`config.mk`:
```
export PLATFORM = sky130hd
export DESIGN_NAME = regfile_debug_port
export DESIGN_NICKNAME = d
export VERILOG_FILES = /design/src/rtl/regfile_debug_port.sv
export SDC_FILE = /design/constraint.sdc
export NUM_CORES = 1
export LEC_CHECK = 0
export BUFFER_PORTS_ARGS = -buffer_cell sky130_fd_sc_hd__buf_2
export CELL_PAD_IN_SITES_DETAIL_PLACEMENT = 0
export CELL_PAD_IN_SITES_GLOBAL_PLACEMENT = 1
export CORE_ASPECT_RATIO = 1.5
export CORE_MARGIN = 1
export CORE_UTILIZATION = 32
export CTS_BUF_LIST = sky130_fd_sc_hd__clkbuf_4 sky130_fd_sc_hd__clkbuf_8
export DETAILED_ROUTE_END_ITERATION = 10
export PLACE_DENSITY_LB_ADDON = 0.15
export SYNTH_ARGS = -nofsm -noshare
export SYNTH_HDL_FRONTEND = slang
export SYNTH_SLANG_ARGS = --single-unit
```
`constraint.sdc`:
```
create_clock -name i_clk -period 1.58 [get_ports i_clk]
set_input_delay 0.237 -clock i_clk [delete_from_list [all_inputs] [get_ports i_clk]]
set_output_delay 0.237 -clock i_clk [all_outputs]
set_load 0.03 [all_outputs]
```
`src/rtl/regfile_debug_port.sv`:
```
// regfile_debug_port: debug initiator that dumps or loads a register-file range over byte streams
module regfile_debug_port #(
  parameter int NUM_REGS = 8,
  parameter int ADDR_W   = $clog2(NUM_REGS),
  parameter int DATA_W   = 8
) (
  input  logic              i_clk,
  input  logic              i_rst,
  input  logic              i_cmd_valid,
  output logic              o_cmd_ready,
  input  logic              i_cmd_op,
  input  logic [ADDR_W-1:0] i_cmd_addr,
  input  logic [ADDR_W-1:0] i_cmd_count_m1,
  output logic              o_out_valid,
  input  logic              i_out_ready,
  output logic [DATA_W-1:0] o_out_data,
  output logic              o_out_last,
  input  logic              i_in_valid,
  output logic              o_in_ready,
  input  logic [DATA_W-1:0] i_in_data,
  output logic [ADDR_W-1:0] o_rf_read_addr,
  input  logic [DATA_W-1:0] i_rf_read_data,
  output logic [ADDR_W-1:0] o_rf_write_addr,
  output logic [DATA_W-1:0] o_rf_write_data,
  output logic              o_rf_write_enable,
  output logic              o_busy,
  output logic              o_done
);
  typedef enum logic [2:0] {S_IDLE, S_FETCH, S_SEND, S_LOAD, S_DONE} state_t;
  state_t            r_state, w_next;
  logic [ADDR_W-1:0] r_cur_addr, r_remaining;
  logic [DATA_W-1:0] r_out_data;
  logic              r_out_valid, r_out_last;
  logic              w_last, w_step;
  assign w_last = r_remaining == '0;
  assign w_step = (r_state == S_SEND && i_out_ready) || (r_state == S_LOAD && i_in_valid);
  // next-state selection; a stepped transfer with nothing remaining finishes in DONE
  always_comb begin
    w_next = r_state;
    case (r_state)
      S_IDLE:  w_next = i_cmd_valid ? (i_cmd_op ? S_LOAD : S_FETCH) : S_IDLE;
      S_FETCH: w_next = S_SEND;
      S_SEND:  w_next = i_out_ready ? (w_last ? S_DONE : S_FETCH) : S_SEND;
      S_LOAD:  w_next = (i_in_valid && w_last) ? S_DONE : S_LOAD;
      S_DONE:  w_next = S_IDLE;
      default: w_next = S_IDLE;
    endcase
  end
  // state, address/count tracking and the registered dump output stage
  always_ff @(posedge i_clk) begin
    if (!i_rst) begin
      r_state     <= S_IDLE;
      r_cur_addr  <= '0;
      r_remaining <= '0;
      r_out_valid <= 1'b0;
      r_out_data  <= '0;
      r_out_last  <= 1'b0;
    end else begin
      r_state <= w_next;
      if (r_state == S_IDLE && i_cmd_valid) begin
        r_cur_addr  <= i_cmd_addr;
        r_remaining <= i_cmd_count_m1;
      end else if (w_step && !w_last) begin
        r_cur_addr  <= r_cur_addr + ADDR_W'(1);
        r_remaining <= r_remaining - ADDR_W'(1);
      end
      if (r_state == S_FETCH) begin
        r_out_data  <= i_rf_read_data;
        r_out_last  <= w_last;
        r_out_valid <= 1'b1;
      end else if (r_state == S_SEND && i_out_ready) begin
        r_out_valid <= 1'b0;
      end
    end
  end
  assign o_cmd_ready       = r_state == S_IDLE;
  assign o_busy            = r_state != S_IDLE;
  assign o_done            = r_state == S_DONE;
  assign o_out_valid       = r_out_valid;
  assign o_out_data        = r_out_data;
  assign o_out_last        = r_out_last;
  assign o_rf_read_addr    = r_cur_addr;
  assign o_rf_write_addr   = r_cur_addr;
  assign o_rf_write_data   = i_in_data;
  assign o_in_ready        = i_rst && r_state == S_LOAD;
  assign o_rf_write_enable = o_in_ready && i_in_valid;
endmodule

```
**After elaboration in Yosys (flattened, before gate mapping)**

Index checks and enable logic that the tools add are counted.

- Flip-flop bits (word level): 19
- Input bits: 28
- Word-level logic and storage cells: 38

- $add $sub $neg: 2
- Eq/ne operators: 4
- Muxes and demuxes: 12
- Reductions and logical operators: 14

Operators by type and width:

| kind | number |
|---|---|
| 3-bit two-way mux | 7 |
| 3-bit one-hot mux with 4 select lines | 1 |
| 1-bit logical AND | 7 |
| 3-bit by 2-bit equality test with 1-bit output, second input constant | 2 |
| 3-bit logical NOT | 2 |
| 2-bit two-way mux | 2 |
| 2-bit nonzero test | 2 |
| 3-bit by 1-bit adder with 3-bit output, second input constant | 1 |
| 3-bit by 1-bit equality test with 1-bit output, second input constant | 1 |
| 3-bit equality test, second input constant | 1 |
| 3-bit nonzero test | 1 |
| 3-bit by 1-bit subtractor with 3-bit output, second input constant | 1 |
| 1-bit two-way mux | 2 |
| 1-bit logical NOT | 1 |
| 1-bit logical OR | 1 |

**Depth between registers and ports, before layout**

- Depth after elaboration: 6
- Mapped depth: 7
- Mapped depth without buffers: 6

**Least setup slack after synthesis**

OpenSTA, ideal clock, no wires.

- Path type: register -> register
- Start point: register r_state[1]
- End point: register r_cur_addr[0], in the netlist o_rf_read_addr[0]
- Setup time: 131 ps
- Data arrival time: 1372 ps
- Setup slack: 77 ps
- Stages on the path, launching flop included: 7
- Period minus slack after synthesis: 1503 ps
- Cells stage by stage: dfxtp_1 > buf_2 > nor3_4 > nand2_1 > clkbuf_1 > o21ai_0 > a21oi_1

- Elaborated cells on any way between the ends: 10

RTL lines:

| item | line | source |
|---|---|---|
| start: declaration | 30 | `state_t r_state, w_next;` |
| start signal: assignment | 59 | `r_state <= w_next;` |
| 3-bit logical NOT * | - |  |
| named net o_cmd_ready | 10 | `output logic o_cmd_ready,` |
| 1-bit logical AND * | 60 | `if (r_state == S_IDLE && i_cmd_valid) begin` |
| 3-bit two-way mux or 2-bit nonzero test (tied branches) | - |  |
| end signal: assignment | 61 | `r_cur_addr <= i_cmd_addr;` |
| end signal: assignment | 64 | `r_cur_addr <= r_cur_addr + ADDR_W'(1);` |
| end: declaration | 31 | `logic [ADDR_W-1:0] r_cur_addr, r_remaining;` |

The timed path passes the listed nets; every way through them passes the cells marked *.
A chain may end at the register's enable or synchronous reset.

**Worst setup path in the final report**

- Start point: register r_state[2]
- End point: output o_rf_write_enable

- Longest elaborated chain between the ends: 3

RTL lines:

| item | line | source |
|---|---|---|
| 3-bit by 2-bit equality test with 1-bit output | 85 | `assign o_in_ready = i_rst && r_state == S_LOAD;` |
| 1-bit logical AND | 85 |  |
| 1-bit logical AND | 86 | `assign o_rf_write_enable = o_in_ready && i_in_valid;` |
| end: declaration | 25 | `output logic o_rf_write_enable,` |

Every way passes these cells.

==> results.py <==
metrics = {
    "grt": {
        "overflow": 0,
        "grt_pass1_vias": 852,
        "grt.total_usage_pct": 13.9,
        "antenna_found_initial": 0,
        "grt_pass1_wl_mm": 3.46,
        "grt_max_degree": 13,
    },
    "critical_path": {
        "cpLargestDelayFamily": "flip-flops",
        "critical-path-max-stage-delay_ns": 0.44,
        "worstSetupPathType": "reg -> out",
        "startpoint_type": "register",
        "cp_num_buf_inv": 1,
        "end_kind": "primary output",
        "crit_path_start": "r_state[2]",
        "crit_path_top_delay_cell": "dfxtp_2",
        "required_ns": 1.34,
        "path_max_fanout": 7,
        "r2r_start": "r_remaining[0]",
        "critPathArrivalTime_ns": 1.27,
        "crit_chain": "nor2_4, and3_1, and2_1, clkbuf_4",
    },
    "placed_design": {
        "dp_hpwl_mm": 1.68,
        "gp_congestion": 0.742,
        "io_buffers": 40,
    },
    "floorplan": {
        "die-area_sq_um": 3400,
        "chipWidth_microns": 47.9,
        "ioPinCount": 57,
        "start_util_pct": 34.0,
        "rows": 24,
        "die_h_microns": 70.9,
        "coreArea_sq_um": 2970,
    },
    "layout": {
        "area_growth_pct": 22.1,
        "n_antenna_cell": 0,
        "final_common_cell": "buf_2",
        "multi_input_area_sq_um": 499,
        "num-fill-cells": 313,
        "seq_area_sq_um": 387,
        "layout-drive-gt1-share_pct": 39.2,
        "nets": 175,
        "mostFrequentLayoutCells": "buf_2 (39), dfxtp_1 (16), nor2_1 (12), mux2i_1 (10), a21oi_1 (6)",
    },
    "sta": {
        "fin_tns_setup_ns": 0,
        "hold_viol": 0,
        "fin_worst_skew_ns": 0.00177,
        "setup_viol": 0,
        "tightest_slew_ns": 0.358,
        "fin_crit_ns": 1.50,
        "relSlewSlack_pct": 76.1,
        "slew_viol_final": 0,
        "rsz0062_at_grt": "false",
        "max_freq_mhz": 665,
        "timing.final.crit_share_pct": 95.2,
    },
    "clock_tree": {
        "htreeDepth": 1,
        "cts_sinks": 19,
        "root_buffer": "clkbuf_8",
        "clk_pin_slew_ns": 0.07,
        "clock_path_buffers": 2,
        "ctsHoldBuffers": 0,
        "clkLatencyLatePin_ns": 0.25,
        "cts_setup_buffers": 0,
        "ctsResizeCount": 3,
        "cts_tree": "yes",
        "cts-buffers-inserted": 3,
    },
    "synthesis": {
        "netlist_instances": 111,
        "synth_nets": 142,
        "synth_seq_cells": 19,
        "synthMuxAreaShare_pct": 11.4,
        "synth_compound_gate_area_share_pct": 9.39,
        "synthSimpleGateAreaFrac_pct": 20.6,
        "ys_types": 31,
        "synth_area_per_cell_sq_um": 9.12,
        "synth_adder_area_share_pct": 3.71,
        "syn_area_sq_um": 1010,
        "synth_top_family_by_area": "simple AND/OR/NAND/NOR gates",
        "synth_seq_area_share_pct": 37.6,
        "yosys_warnings": 0,
        "synth_xor_xnor_area_share_pct": 3.46,
    },
    "drt": {
        "routed_wl_mm": 2.11,
        "detail-route-antenna-nets": 0,
        "drc_errors": 0,
        "drt_iter0_markers": 9,
        "vias": 846,
        "firstDrtPassIters": 4,
        "vias_per_cell": 4.65,
        "avgRoutedWirePerCell_microns": 11.6,
    },
    "worst_hold_path": {
        "hold_start": "i_rf_read_data[3]",
        "hold_class": "in -> reg",
    },
    "run_status": {
        "status": "complete, no violations",
    },
    "power": {
        "power_density_nw_per_um2": 1180,
        "p_leak_nw": 0.574,
        "irDropWorstVdd_mv": 0.745,
        "power_w": 0.00146,
    },
    "run": {
        "drv_cap": 0,
    },
}
## per-layer routing
| metal | vias up | wire, microns | track usage, % |
|---|---|---|---|
| met5 | - | 0 | 0 |
| li1 | 432 | - | - |
| met1 | 387 | 864 | 13.7 |
| met2 | 25 | 1160 | 26.4 |
| met4 | 0 | 11 | 4.63 |
| met3 | 2 | 76 | 2.81 |
## path summary, 6_finish.rpt
| check | to | slack [ns] | cells after the start |
|---|---|---|---|
| setup / recovery | o_rf_write_enable | 0.08 | 4 |
| setup reg to reg | o_rf_read_addr[1] | 0.19 | 6 |
| hold / removal | o_out_data[3] | 0.22 | 3 |
| hold reg to reg | o_out_data[5] | 0.49 | 2 |
## tightest hold or removal path, stage by stage
cell and delay [ns]:
buf_2 0.07, mux2i_1 0.05, nor2_1 0.07
## synthesized netlist by cell type
cell      count  area share, %
a211oi_1      2            1.5
a21oi_1       6            3.0
a221oi_1      1           0.87
and2_1        2            1.2
and2b_1       1           0.74
and3_1        1           0.62
and3_4        1            1.1
buf_2         1           0.49
buf_4        12            8.9
buf_6         2            2.2
clkbuf_1      2           0.74
dfxtp_1      19             38
ha_1          3            3.7
inv_1         4            1.5
mux2_4        1            1.5
mux2i_1      10            9.9
nand2_1       2           0.74
nand2b_1      2            1.2
nand3_1       4            2.0
nand4_1       2            1.2
nand4b_1      1           0.87
nor2_1       13            4.8
nor2b_1       4            2.5
nor3_1        1           0.49
nor3_4        1            1.6
nor3b_1       2            1.5
o211ai_1      1           0.74
o21ai_0       5            2.5
o221ai_1      1           0.87
xnor2_1       2            1.7
xor2_1        2            1.7
## through the flow
step / setup WS (ns) / instance area (sq um) / hold slack [ns] / cells / util (%)
5_1_grt: 0.00658 / 1240 / 0.226 / 182 / 41.6
2_1_floorplan: 0.0770 / 1010 / 0.375 / 111 / -
4_1_cts: 0.00645 / 1220 / 0.212 / 182 / 41.2
6_report: 0.0762 / 1240 / 0.217 / 182 / 41.6
3_3_place_gp: 0.167 / 1170 / 0.470 / 178 / 39.5
3_5_place_dp: 0.135 / 1170 / 0.474 / 178 / 39.5
## area by class of cell
cell class	count	area share (%)
clock buffer	3	3.34
timing repair buffer	45	19.4
tap	39	3.95
multi-input combinational	71	40.4
clock inverter	1	0.405
sequential	19	31.3
inverter	4	1.21
## sequential cells by signal (all words and copies together) (netlist names)
register and cells:
o_out_data 8, o_rf_read_addr 3, r_remaining 3, r_state 3, o_out_last 1, o_out_valid 1
## kinds of logic after synthesis
family | after synthesis
AOI/OAI and AO/OA | 16
xor gates and xnor gates | 4
adders and majority gates | 3
and+or+nand+nor | 37
buffers and inverters | 21
muxes | 11
DFF | 19
## power by group
part / switching (W) / internal, W / total [W]
Clock: 0.000155 / 0.000175 / 0.000330
Sequential: 0.0000568 / 0.000543 / 0.000600
Combinational: 0.000316 / 0.000211 / 0.000526
Total: 0.000528 / 0.000929 / 0.00146
No activity file was read; power rests on OpenSTA's default activity.
